### src/rtl/conv_row_scheduler.sv
// Row scheduler for the shared convolution engine: ping-pong row buffers fed by the
// byte receiver, engine sequencing, and a signed-max scan per row toward the transmitter.
module conv_row_scheduler #(
    parameter int unsigned PIX_W    = 8,
    parameter int unsigned ROW_LEN  = 32,
    parameter int unsigned RES_W    = 18,
    parameter int unsigned NUM_RES  = 30,
    parameter int unsigned NUM_ROWS = 32
) (
    input  logic                       clk,
    input  logic                       rst,
    input  logic                       start,
    input  logic [PIX_W-1:0]           rx_data,
    input  logic                       rx_valid,
    output logic                       rx_ready,
    output logic                       eng_start,
    output logic [ROW_LEN*PIX_W-1:0]   eng_pixels,
    input  logic                       eng_done,
    input  logic [NUM_RES*RES_W-1:0]   eng_result,
    output logic [RES_W-1:0]           tx_data,
    output logic [4:0]                 tx_idx,
    output logic [4:0]                 tx_row,
    output logic                       tx_valid,
    input  logic                       tx_ready,
    output logic                       busy,
    output logic                       frame_done
);
    localparam int unsigned ROW_BITS = ROW_LEN * PIX_W;
    localparam int unsigned FILL_W   = $clog2(ROW_LEN);
    localparam int unsigned ROWS_W   = $clog2(NUM_ROWS + 1);
    localparam int unsigned SCAN_W   = $clog2(NUM_RES);

    typedef enum logic {IDLE, RUN} ctl_state_t;
    typedef enum logic [1:0] {C_IDLE, C_WAIT, C_MAX, C_OUT} cmp_state_t;

    ctl_state_t ctl_q, ctl_d;
    cmp_state_t cmp_q, cmp_d;

    logic [ROW_BITS-1:0] row_buf [2];
    logic [1:0]          buf_full;
    logic                wr_buf;
    logic                rd_buf;
    logic [FILL_W-1:0]   fill_cnt;
    logic [ROWS_W-1:0]   rows_rx;
    logic [ROWS_W-1:0]   rows_done;
    logic [SCAN_W-1:0]   scan_cnt;

    logic             run;
    logic             rx_fire;
    logic             row_last;
    logic             tx_fire;
    logic             frame_last;
    logic [RES_W-1:0] cur_res;

    assign run        = (ctl_q == RUN);
    assign busy       = run;
    assign rx_ready   = run && !buf_full[wr_buf] && (rows_rx < ROWS_W'(NUM_ROWS));
    assign rx_fire    = rx_valid && rx_ready;
    assign row_last   = (fill_cnt == FILL_W'(ROW_LEN - 1));
    assign tx_fire    = tx_valid && tx_ready;
    assign frame_last = (rows_done == ROWS_W'(NUM_ROWS - 1));
    assign eng_pixels = row_buf[rd_buf];
    assign cur_res    = eng_result[scan_cnt*RES_W +: RES_W];

    // State registers
    always_ff @(posedge clk) begin
        if (rst) begin
            ctl_q <= IDLE;
            cmp_q <= C_IDLE;
        end else begin
            ctl_q <= ctl_d;
            cmp_q <= cmp_d;
        end
    end

    // Frame-level control: leaves RUN once the final row result is accepted
    always_comb begin
        ctl_d = ctl_q;
        unique case (ctl_q)
            IDLE:    if (start) ctl_d = RUN;
            RUN:     if (tx_fire && frame_last) ctl_d = IDLE;
            default: ctl_d = IDLE;
        endcase
    end

    // Compute sequencing: launch engine, scan results, present row result
    always_comb begin
        cmp_d     = cmp_q;
        eng_start = 1'b0;
        tx_valid  = 1'b0;
        unique case (cmp_q)
            C_IDLE: begin
                if (run && buf_full[rd_buf]) begin
                    eng_start = 1'b1;
                    cmp_d     = C_WAIT;
                end
            end
            C_WAIT:  if (eng_done) cmp_d = C_MAX;
            C_MAX:   if (scan_cnt == SCAN_W'(NUM_RES - 1)) cmp_d = C_OUT;
            C_OUT: begin
                tx_valid = 1'b1;
                if (tx_ready) cmp_d = C_IDLE;
            end
            default: cmp_d = C_IDLE;
        endcase
    end

    // Row buffers, counters and the running maximum (held in tx_data/tx_idx)
    always_ff @(posedge clk) begin
        if (rst) begin
            row_buf[0] <= '0;
            row_buf[1] <= '0;
            buf_full   <= '0;
            wr_buf     <= 1'b0;
            rd_buf     <= 1'b0;
            fill_cnt   <= '0;
            rows_rx    <= '0;
            rows_done  <= '0;
            scan_cnt   <= '0;
            tx_data    <= '0;
            tx_idx     <= '0;
            tx_row     <= '0;
            frame_done <= 1'b0;
        end else begin
            frame_done <= 1'b0;

            if (rx_fire) begin
                row_buf[wr_buf][fill_cnt*PIX_W +: PIX_W] <= rx_data;
                if (row_last) begin
                    buf_full[wr_buf] <= 1'b1;
                    wr_buf           <= ~wr_buf;
                    fill_cnt         <= '0;
                    rows_rx          <= rows_rx + 1'b1;
                end else begin
                    fill_cnt <= fill_cnt + 1'b1;
                end
            end

            // Release is always on rd_buf, which cannot be the buffer being filled
            if (cmp_q == C_WAIT && eng_done) begin
                tx_data          <= eng_result[RES_W-1:0];
                tx_idx           <= '0;
                tx_row           <= 5'(rows_done);
                scan_cnt         <= SCAN_W'(1);
                buf_full[rd_buf] <= 1'b0;
                rd_buf           <= ~rd_buf;
            end

            if (cmp_q == C_MAX) begin
                if ($signed(cur_res) > $signed(tx_data)) begin
                    tx_data <= cur_res;
                    tx_idx  <= 5'(scan_cnt);
                end
                scan_cnt <= scan_cnt + 1'b1;
            end

            if (tx_fire) begin
                if (frame_last) begin
                    frame_done <= 1'b1;
                    rows_done  <= '0;
                    rows_rx    <= '0;
                    fill_cnt   <= '0;
                    wr_buf     <= 1'b0;
                    rd_buf     <= 1'b0;
                    buf_full   <= '0;
                end else begin
                    rows_done <= rows_done + 1'b1;
                end
            end
        end
    end
endmodule
### config.mk
export PLATFORM = sky130hd
export DESIGN_NAME = conv_row_scheduler
export DESIGN_NICKNAME = d
export VERILOG_FILES = /design/src/rtl/conv_row_scheduler.sv
export SDC_FILE = /design/constraint.sdc
export NUM_CORES = 1
export LEC_CHECK = 0
export ABC_AREA = 1
export BUFFER_PORTS_ARGS = -buffer_cell sky130_fd_sc_hd__clkbuf_2
export CAP_MARGIN = 20
export CORE_AREA = 2 2 333 335
export DETAILED_ROUTE_END_ITERATION = 8
export DIE_AREA = 0 0 335 337
export SYNTH_ARGS = -nofsm -noshare
export SYNTH_HDL_FRONTEND = slang
export SYNTH_SLANG_ARGS = --single-unit
### constraint.sdc
create_clock -name clk -period 4.2 [get_ports clk]
set_clock_uncertainty 0.15 [all_clocks]
set_input_delay 1.26 -clock clk [delete_from_list [all_inputs] [get_ports clk]]
set_output_delay 1.26 -clock clk [all_outputs]
set_load 0.02 [all_outputs]
# Word-level counts from Yosys, hierarchy flattened
# Memories as Yosys holds them, arrays and structs flattened. A register that Yosys moved wholly into a read port is not among the register bits.
# Index checks and enable logic that the tools add are counted.
# op_classes
add_sub_neg,5
multipliers,1
order_cmp,6
eq_ne,10
shifts,3
n_mux,59
n_bitwise,7
n_reduce_logical,15
# op_table
op,n
$mux 256,3
$shiftx 540x11->18,1
$reduce_or 256->1,1
$shift 8x34->256 const A,1
$shiftx 8x34->256,1
$mux 18,3
$mux 5,9
$neg 8->34,1
$mux 6,5
$mux 1,25
$mux 2,10
$gt 18x18->1,1
$add 6x1->6 const B,2
$add 5x1->5 const B,2
$eq 5x5->1 const B,2
$logic_and 1x1->1,9
$mul 5x4->9 const B,1
$ne 2x2->1 const B,4
$pmux 2 s4,1
$eq 6x5->1 const B,1
$lt 6x6->1 const B,1
$eq 2x2->1 const B,2
$lt 1x2->1 const B,2
$not 1->1,4
12 further kinds,14
# word_totals
reg_bits,58
ram_bits,512
in_bits,554
wordCells,120
n_memories,1
# mem_list
memory,words,width,rd,rd_ports_with_merged_regs,wr,line_no,source
row_buf,2,256,1,1,2,39,logic [ROW_BITS-1:0] row_buf [2];

# Depth between registers and ports, before layout
# Gate-level depths: netlist of the first run.
# depth
depth_word,12
mapped_depth,27
depth_no_buf,24

# Least setup slack after synthesis of the first run
# OpenSTA, ideal clock, no wires.
# synth_path
path_kind,input-to-reg
start,input eng_result[260]
end,register tx_data[15]
setup_time_ns,0.113
t_arrival_ns,3.379
required_ns,3.937
setup_slack_ns,0.558
stages,20
path_cell_list,or2_2 > o211ai_1 > nand3_1 > nor2_1 > nand2_1 > nand2_1 > inv_2 > ha_1 > nand2_1 > nor2_1 > nand3_1 > nor2_1 > nor2_1 > nand2_1 > nand2_1 > nand3_2 > clkbuf_1 > nand2_1 > nand2_1 > nor2_1
# synth_via
elab_chain_cells,4
# synth_lines
element,line_no,source
from (decl),19,"input logic [NUM_RES*RES_W-1:0] eng_result,"
$shiftx 540x11->18,63,assign cur_res = eng_result[scan_cnt*RES_W +: RES_W];
$gt 18x18->1,150,if ($signed(cur_res) > $signed(tx_data)) begin
$mux 18,150,
$mux 18,149,if (cmp_q == C_MAX) begin
to (signal assigned),141,tx_data <= eng_result[RES_W-1:0];
to (signal assigned),151,tx_data <= cur_res;
to (decl),20,"output logic [RES_W-1:0] tx_data,"
# Every way passes these cells.
# A chain may end at the register's enable or synchronous reset.

# Worst setup path after layout of the first run
# layout_path
start,register scan_cnt[0]
end,register tx_data[2]
# layout_via
elab_chain_cells,5
# layout_lines
element,line_no,source
from (decl),46,logic [SCAN_W-1:0] scan_cnt;
from (signal assigned),154,scan_cnt <= scan_cnt + 1'b1;
$mul 5x4->9 *,63,
$shiftx 540x11->18 *,63,
$gt 18x18->1,150,
$mux 18 *,150,
$mux 18 *,149,
# Mark *: on every way between the ends. The rest lies on a longest branch, timed or not.

==> metrics.csv, run 1 <==
stage;metric;value;unit
worst_setup_path;end_kind;register;
die;start_util;0.296;
synth;ys_ff_latch;570;
global_routing;grt_first_pass_wirelength;220;mm
pwr;ir_worst_vdd;0.293;mV
pwr;total_power;19.4;mW
synth;synthTopCellsByArea;edfxtp_1, nand2_1, nor2_1;
final_layout;area_growth;29.0;%
pwr;p_sw;7.55;mW
timing;drv_slew;0;
placement;routabilityCongestion;1.04;
die;rows;122;
timing;fin_ws;0.274;ns
pwr;p_per_area;462;nW/um^2
die;ios;843;
cts;numCtsBuffers;67;
timing;slew_headroom;0.231;
global_routing;grt_start_max_net_pins;137;
timing;period_share;0.935;
final_layout;final_nets;5698;
synth;synth_area_leader_cell;edfxtp_1;
min_path;min_path_type;reg2reg;
worst_setup_path;startpoint;scan_cnt[0]$_SDFFE_PP0P_;
pwr;clock_power_share;0.291;
global_routing;grt_usage;0.272;
drt;routed-via-count;32800;
cts;htree_levels;3;
synth;syn_nets;4786;
final_layout;layout-drive-gt1-share;0.255;
min_path;worstHoldStart;buf_full[0]$_SDFF_PP0_;
final_layout;final_cell_mix;nand2_1, nor2_1, clkbuf_2;
synth;synth.distinct_cells;43;
synth;synth.avg_cell_area;7.72;sq um
global_routing;antenna_found_initial;30;
cts;clk_latency;0.62;ns
timing;fmax;255;MHz
cts;cts.sinks;570;
placement;port_buffers;842;
drt;ant_nets;0;
drt;wl;157;mm
drt;drtIter0Drc;3452;
die;die_x;335;um
synth;synthArstFlopShare;0;
final_layout;final_util;0.382;
cts;root_buffer;clkbuf_16;
run_status;status;completed;
placement;dp_slack;-0.264;ns
timing;final_hold_viol_count;0;
die;fp.dieArea;113000;sq um
synth;synth_area;32400;sq um
synth;ys_seq_area_frac;0.510;
cts;clkTransAtPathRegs;0.06;ns
timing;finalSetupViolations;0;
final_layout;layoutNonFillerInstCount;6596;
pwr;comb_power_share;0.366;
die;core;110000;sq um
pwr;p_leak;18.0;nW
global_routing;overflow;0;
worst_setup_path;reg2reg_from;scan_cnt[0]$_SDFFE_PP0P_;
die;die_h;337;um
pwr;p_int;11.8;mW
placement;dp.cells;6470;
worst_setup_path;start_kind;register;
synth;ys_warn_count;0;
drt;viasPerCell;4.98;
timing;rsz0062_at_grt;no;
global_routing;grt_pass1_vias;30700;
timing;period_needed;3.93;ns
synth;synth_top_area_frac;0.474;
synth;synth_edf_count;512;
cts;cts_tree;built;
cts;cts_buffer_depth;3;
job;maxCapViolations;0;
pwr;switching_share;0.390;
worst_setup_path;critPathKind;reg2reg;
worst_setup_path;crit_required;4.55;ns
final_layout;mostFrequentLayoutCell;nand2_1;
synth;synth_ff_type;edfxtp_1;
pwr;p_seq_frac;0.343;
drt;first_pass_iters;6;
drt;detail_route.wl_per_cell;23.9;um
worst_setup_path;crit_fanout;53;
synth;syn_inst;4201;
placement;dp_hpwl;126;mm
worst_setup_path;critical_path_arrival;4.27;ns
drt;drc_errors;0;
timing;tightestPinTransition;1.15;ns
[cells by family after synthesis]
family	after synthesis	share of synthesized area
AOI/OAI and AO/OA	438	0.0743
buffers and inverters	435	0.0533
muxes	1	0.000309
xor gates and xnor gates	6	0.00162
adders and majority gates	31	0.0120
DFF	570	0.510
and+or+nand+nor	2720	0.349
[area by class of cell]
| cell class | count | area [sq um] |
|---|---|---|
| clock inverter | 36 | 352 |
| fill | 11400 | 67700 |
| sequential | 570 | 16500 |
| multi-input combinational | 3196 | 14200 |
| inverter | 187 | 717 |
| clock buffer | 81 | 1730 |
| antenna | 9 | 22.5 |
| timing repair buffer | 1091 | 6500 |
| tap | 1426 | 1780 |
[worst paths after layout]
kind | end | slack [ns] | cells past startpoint
setup / recovery | tx_data[2]$_SDFF_PP0_ | 0.27 | 20
hold / removal | buf_full[0]$_SDFF_PP0_ | 0.34 | 2
setup reg to reg | tx_data[2]$_SDFF_PP0_ | 0.27 | 20
hold reg to reg | buf_full[0]$_SDFF_PP0_ | 0.34 | 2
[through the flow]
step	setup TNS, ns	cell area, sq um	hold slack [ns]
after floorplan	0	32400	0.303
after global placement	-5.08	39800	0.321
after detailed placement	-4.82	39800	0.332
after CTS	0	41800	0.340
after global routing	0	41800	0.370
final	0	41900	0.336
[per-layer routing]
layer	wire, um	up-vias	global-route usage
met2	68900	1646	0.416
met4	5760	12	0.0927
li1	-	15500	-
met3	16000	245	0.0721
met1	66700	15500	0.370
met5	79	-	0
[critical path, cell delays in order, from the launching register on]
cell and delay, ns:
dfxtp_4 0.38, buf_12 0.29, buf_4 0.31, o21ai_0 0.20, o211ai_1 0.66, nand3_1 0.15, nand2_1 0.18, nand2_1 0.09
inv_2 0.06, ha_1 0.24, nand2_1 0.08, nand2_1 0.05, nand3_1 0.08, nor2_1 0.05, nor2_1 0.14, nand3_1 0.15
nand3_2 0.13, buf_12 0.20, nand2_1 0.07, nand2_1 0.07, nor2_1 0.04
[cell usage after synthesis (all sizes together), types with 25 or more instances]
cell / count
nand4: 25
buf: 84
a21oi: 63
nor3: 62
clkbuf: 164
o211ai: 77
ha: 31
nand3: 147
dfxtp: 58
inv: 185
edfxtp: 512
nor2: 991
nand2: 1484
o21ai: 285
[flip-flops by register name, summed over array words and instances (netlist names)]
register and count:
fill_cnt 5, busy 1, tx_idx 5, cmp_q 2, tx_row 5, frame_done 1
row_buf 512, scan_cnt 5, rows_done 6, buf_full 2, wr_buf 1, tx_data 18
rd_buf 1, rows_rx 6
[power groups by stage]
stage / Combinational [mW] / Clock (mW) / Sequential, mW
5_1_grt: 7.69 / 5.93 / 6.67
6_report: 7.08 / 5.63 / 6.64
4_1_cts: 7.00 / 5.71 / 6.64
2_1_floorplan: 3.69 / 0 / 6.84
3_3_place_gp: 6.99 / 0 / 6.74
3_5_place_dp: 6.98 / 0 / 6.75
[what timing repair did]
item,4_1_cts,5_1_grt
gates resized for setup,0,3
endpoints found under the hold margin,0,0
hold buffers,0,0
setup endpoints to repair,0,9
setup buffers,0,0
Note: power is estimated with default switching activity, not from simulation.
==> run 2, diff against run 1 <==
CTS_BUF_LIST = sky130_fd_sc_hd__clkbuf_16   (was default)
==> metrics.csv, run 2 (synthesis results as in run 1) <==
stage;metric;value;unit;change
drt;routed-via-count;32900;;+0.049%
pwr;ir_worst_vdd;0.293;mV;about the same
timing;drv_slew;0;;unchanged
run_status;status;completed;;
pwr;total_power;19.3;mW;-0.16%
worst_setup_path;crit_fanout;53;;unchanged
placement;dp_slack;-0.264;ns;unchanged
die;die_h;337;um;unchanged
final_layout;largestRegisters;row_buf (512), tx_data (18);;
timing;period_share;0.936;;+0.00128
worst_setup_path;crit_required;4.55;ns;about the same
final_layout;fin_area;41900;sq um;about the same
cts;cts.sinks;570;;unchanged
global_routing;grt_first_pass_wirelength;220;mm;unchanged
drt;drtIter0Drc;3503;;+1.5%
global_routing;antenna_found_initial;30;;unchanged
cts;numCtsBuffers;67;;unchanged
die;start_util;0.296;;unchanged
global_routing;grt_start_max_net_pins;137;;unchanged
placement;dpl_cell_area;39800;sq um;unchanged
global_routing;grt_pass1_vias;30700;;+0.0033%
global_routing;busiest_layer;met2;;
min_path;min_path_type;reg2reg;;
timing;rsz0062_at_grt;no;;
timing;tightestPinTransition;1.16;ns;+0.00538 ns
final_layout;mostFrequentLayoutCell;nand2_1;;
cts;root_buffer;clkbuf_16;;
worst_setup_path;end_kind;register;;
worst_setup_path;worstPathCellList;buf_12, buf_4, o21ai_0, o211ai_1, nand3_1, nand2_1, nand2_1, inv_2, ha_1, nand2_1, nand2_1, nand3_1, nor2_1, nor2_1, nand3_1, nand3_2, buf_12, nand2_1, nand2_1, nor2_1;;
die;core;110000;sq um;unchanged
cts;htree_levels;3;;unchanged
timing;period_needed;3.93;ns;+0.00537 ns
timing;finalSetupViolations;0;;unchanged
global_routing;overflow;0;;unchanged
cts;clk_latency;0.62;ns;about the same
timing;fmax;254;MHz;-0.14%
die;rows;122;;unchanged
worst_setup_path;critPathKind;reg2reg;;
worst_setup_path;crit_path_top_delay_cell;o211ai_1;;
drt;drc_errors;0;;unchanged
cts;cts_tree;built;;
job;maxCapViolations;0;;unchanged
cts;cts_buffer_depth;3;;unchanged
worst_setup_path;start_kind;register;;
global_routing;grtUsageMet2;0.416;;unchanged
drt;viasPerCell;4.98;;about the same
placement;port_buffers;842;;unchanged
die;ios;843;;unchanged
die;die_x;335;um;unchanged
timing;fin_ws;0.269;ns;-0.00538 ns
drt;ant_nets;0;;unchanged
drt;wl;157;mm;about the same
min_path;worstHoldStart;buf_full[0]$_SDFF_PP0_;;
placement;routabilityCongestion;1.04;;unchanged
final_layout;final_cell_mix;nand2_1, nor2_1, clkbuf_2;;
final_layout;final_nets;5698;;unchanged
die;fp.dieArea;113000;sq um;unchanged
timing;slew_headroom;0.227;;-0.00359
pwr;p_leak;18.1;nW;+0.32%
final_layout;layout-drive-gt1-share;0.255;;unchanged
drt;detail_route.wl_per_cell;23.9;um;about the same
global_routing;gr-usage-met1;0.370;;unchanged
final_layout;top_register;row_buf;;
cts;post_cts_buffers;0;;unchanged
worst_setup_path;reg2reg_from;scan_cnt[0]$_SDFFE_PP0P_;;
final_layout;area_growth;29.0;%;about the same
final_layout;fillCellCount;11400;;-0.0088%
pwr;p_per_area;461;nW/um^2;-0.16%
worst_setup_path;critical_path_arrival;4.28;ns;about the same
global_routing;grt_usage;0.272;;unchanged
worst_setup_path;cpPeakStageDelay;0.66;ns;about the same
worst_setup_path;crit_path_frequent_cell;nand2_1;;
placement;dp_hpwl;126;mm;unchanged
worst_setup_path;startpoint;scan_cnt[0]$_SDFFE_PP0P_;;
drt;first_pass_iters;6;;unchanged
timing;final_hold_viol_count;0;;unchanged
global_routing;grt_util_met3;0.0721;;unchanged
cts;clkTransAtPathRegs;0.06;ns;about the same
final_layout;largest_register_ffs;512;;unchanged
-- run 2: cell count changes in the layout (fill, tap and decap cells not counted), sizes merged --
cell    before  now
inv        188  202
clkbuf     923  909
diode        9   10
-- run 2: path summary, 6_finish.rpt --
path / endpoint / slack, ns / cells past startpoint
worst max-delay path: tx_data[2]$_SDFF_PP0_ / 0.27 / 20
worst min-delay path: buf_full[0]$_SDFF_PP0_ / 0.34 / 2
worst max register to register: tx_data[2]$_SDFF_PP0_ / 0.27 / 20
worst min register to register: buf_full[0]$_SDFF_PP0_ / 0.34 / 2
-- run 2: final cells by class --
cell class | instances | area, sq um | area share
Inverter | 187 | 717 | 0.0171
Antenna cell | 10 | 25.0 | 0.000598
Tap cell | 1426 | 1780 | 0.0426
Multi-Input combinational cell | 3196 | 14200 | 0.339
Clock inverter | 50 | 404 | 0.00965
Sequential cell | 570 | 16500 | 0.395
Clock buffer | 67 | 1680 | 0.0400
Timing Repair Buffer | 1091 | 6500 | 0.155
-- run 2: what timing repair did --
action | CTS | global route
setup endpoints to repair | 0 | 9
hold buffers | 0 | 0
gates resized for setup | 0 | 3
endpoints found under the hold margin | 0 | 0
-- run 2: worst max-delay path, delay by kind of cell, from the launching register on --
family | cells | cell delay, ns
AOI/OAI and AO/OA | 2 | 0.86
adders and majority gates | 1 | 0.24
buffers and inverters | 4 | 0.85
DFF | 1 | 0.38
and+or+nand+nor | 13 | 1.28
-- run 2: where the power goes --
part | internal (mW) | switching (mW) | leakage (nW)
Sequential | 6.49 | 0.147 | 5.61
Clock | 3.18 | 2.42 | 1.07
Combinational | 2.10 | 4.98 | 11.4
Total | 11.8 | 7.55 | 18.1
-- run 2: routing by layer --
| layer | routed length, um | vias to the layer above |
|---|---|---|
| li1 | - | 15500 |
| met1 | 66300 | 15500 |
| met2 | 68900 | 1645 |
| met3 | 16200 | 257 |
| met4 | 5860 | 12 |
| met5 | 79 | - |
-- run 2: per-stage QoR --
step	instances	TNS (ns)	util	hold WS [ns]
3_5_place_dp	6470	-4.82	0.363	0.332
5_1_grt	6590	0	0.382	0.370
4_1_cts	6587	0	0.382	0.340
3_3_place_gp	6470	-5.08	0.363	0.321
2_1_floorplan	4201	0	-	0.303
6_report	6597	0	0.382	0.336
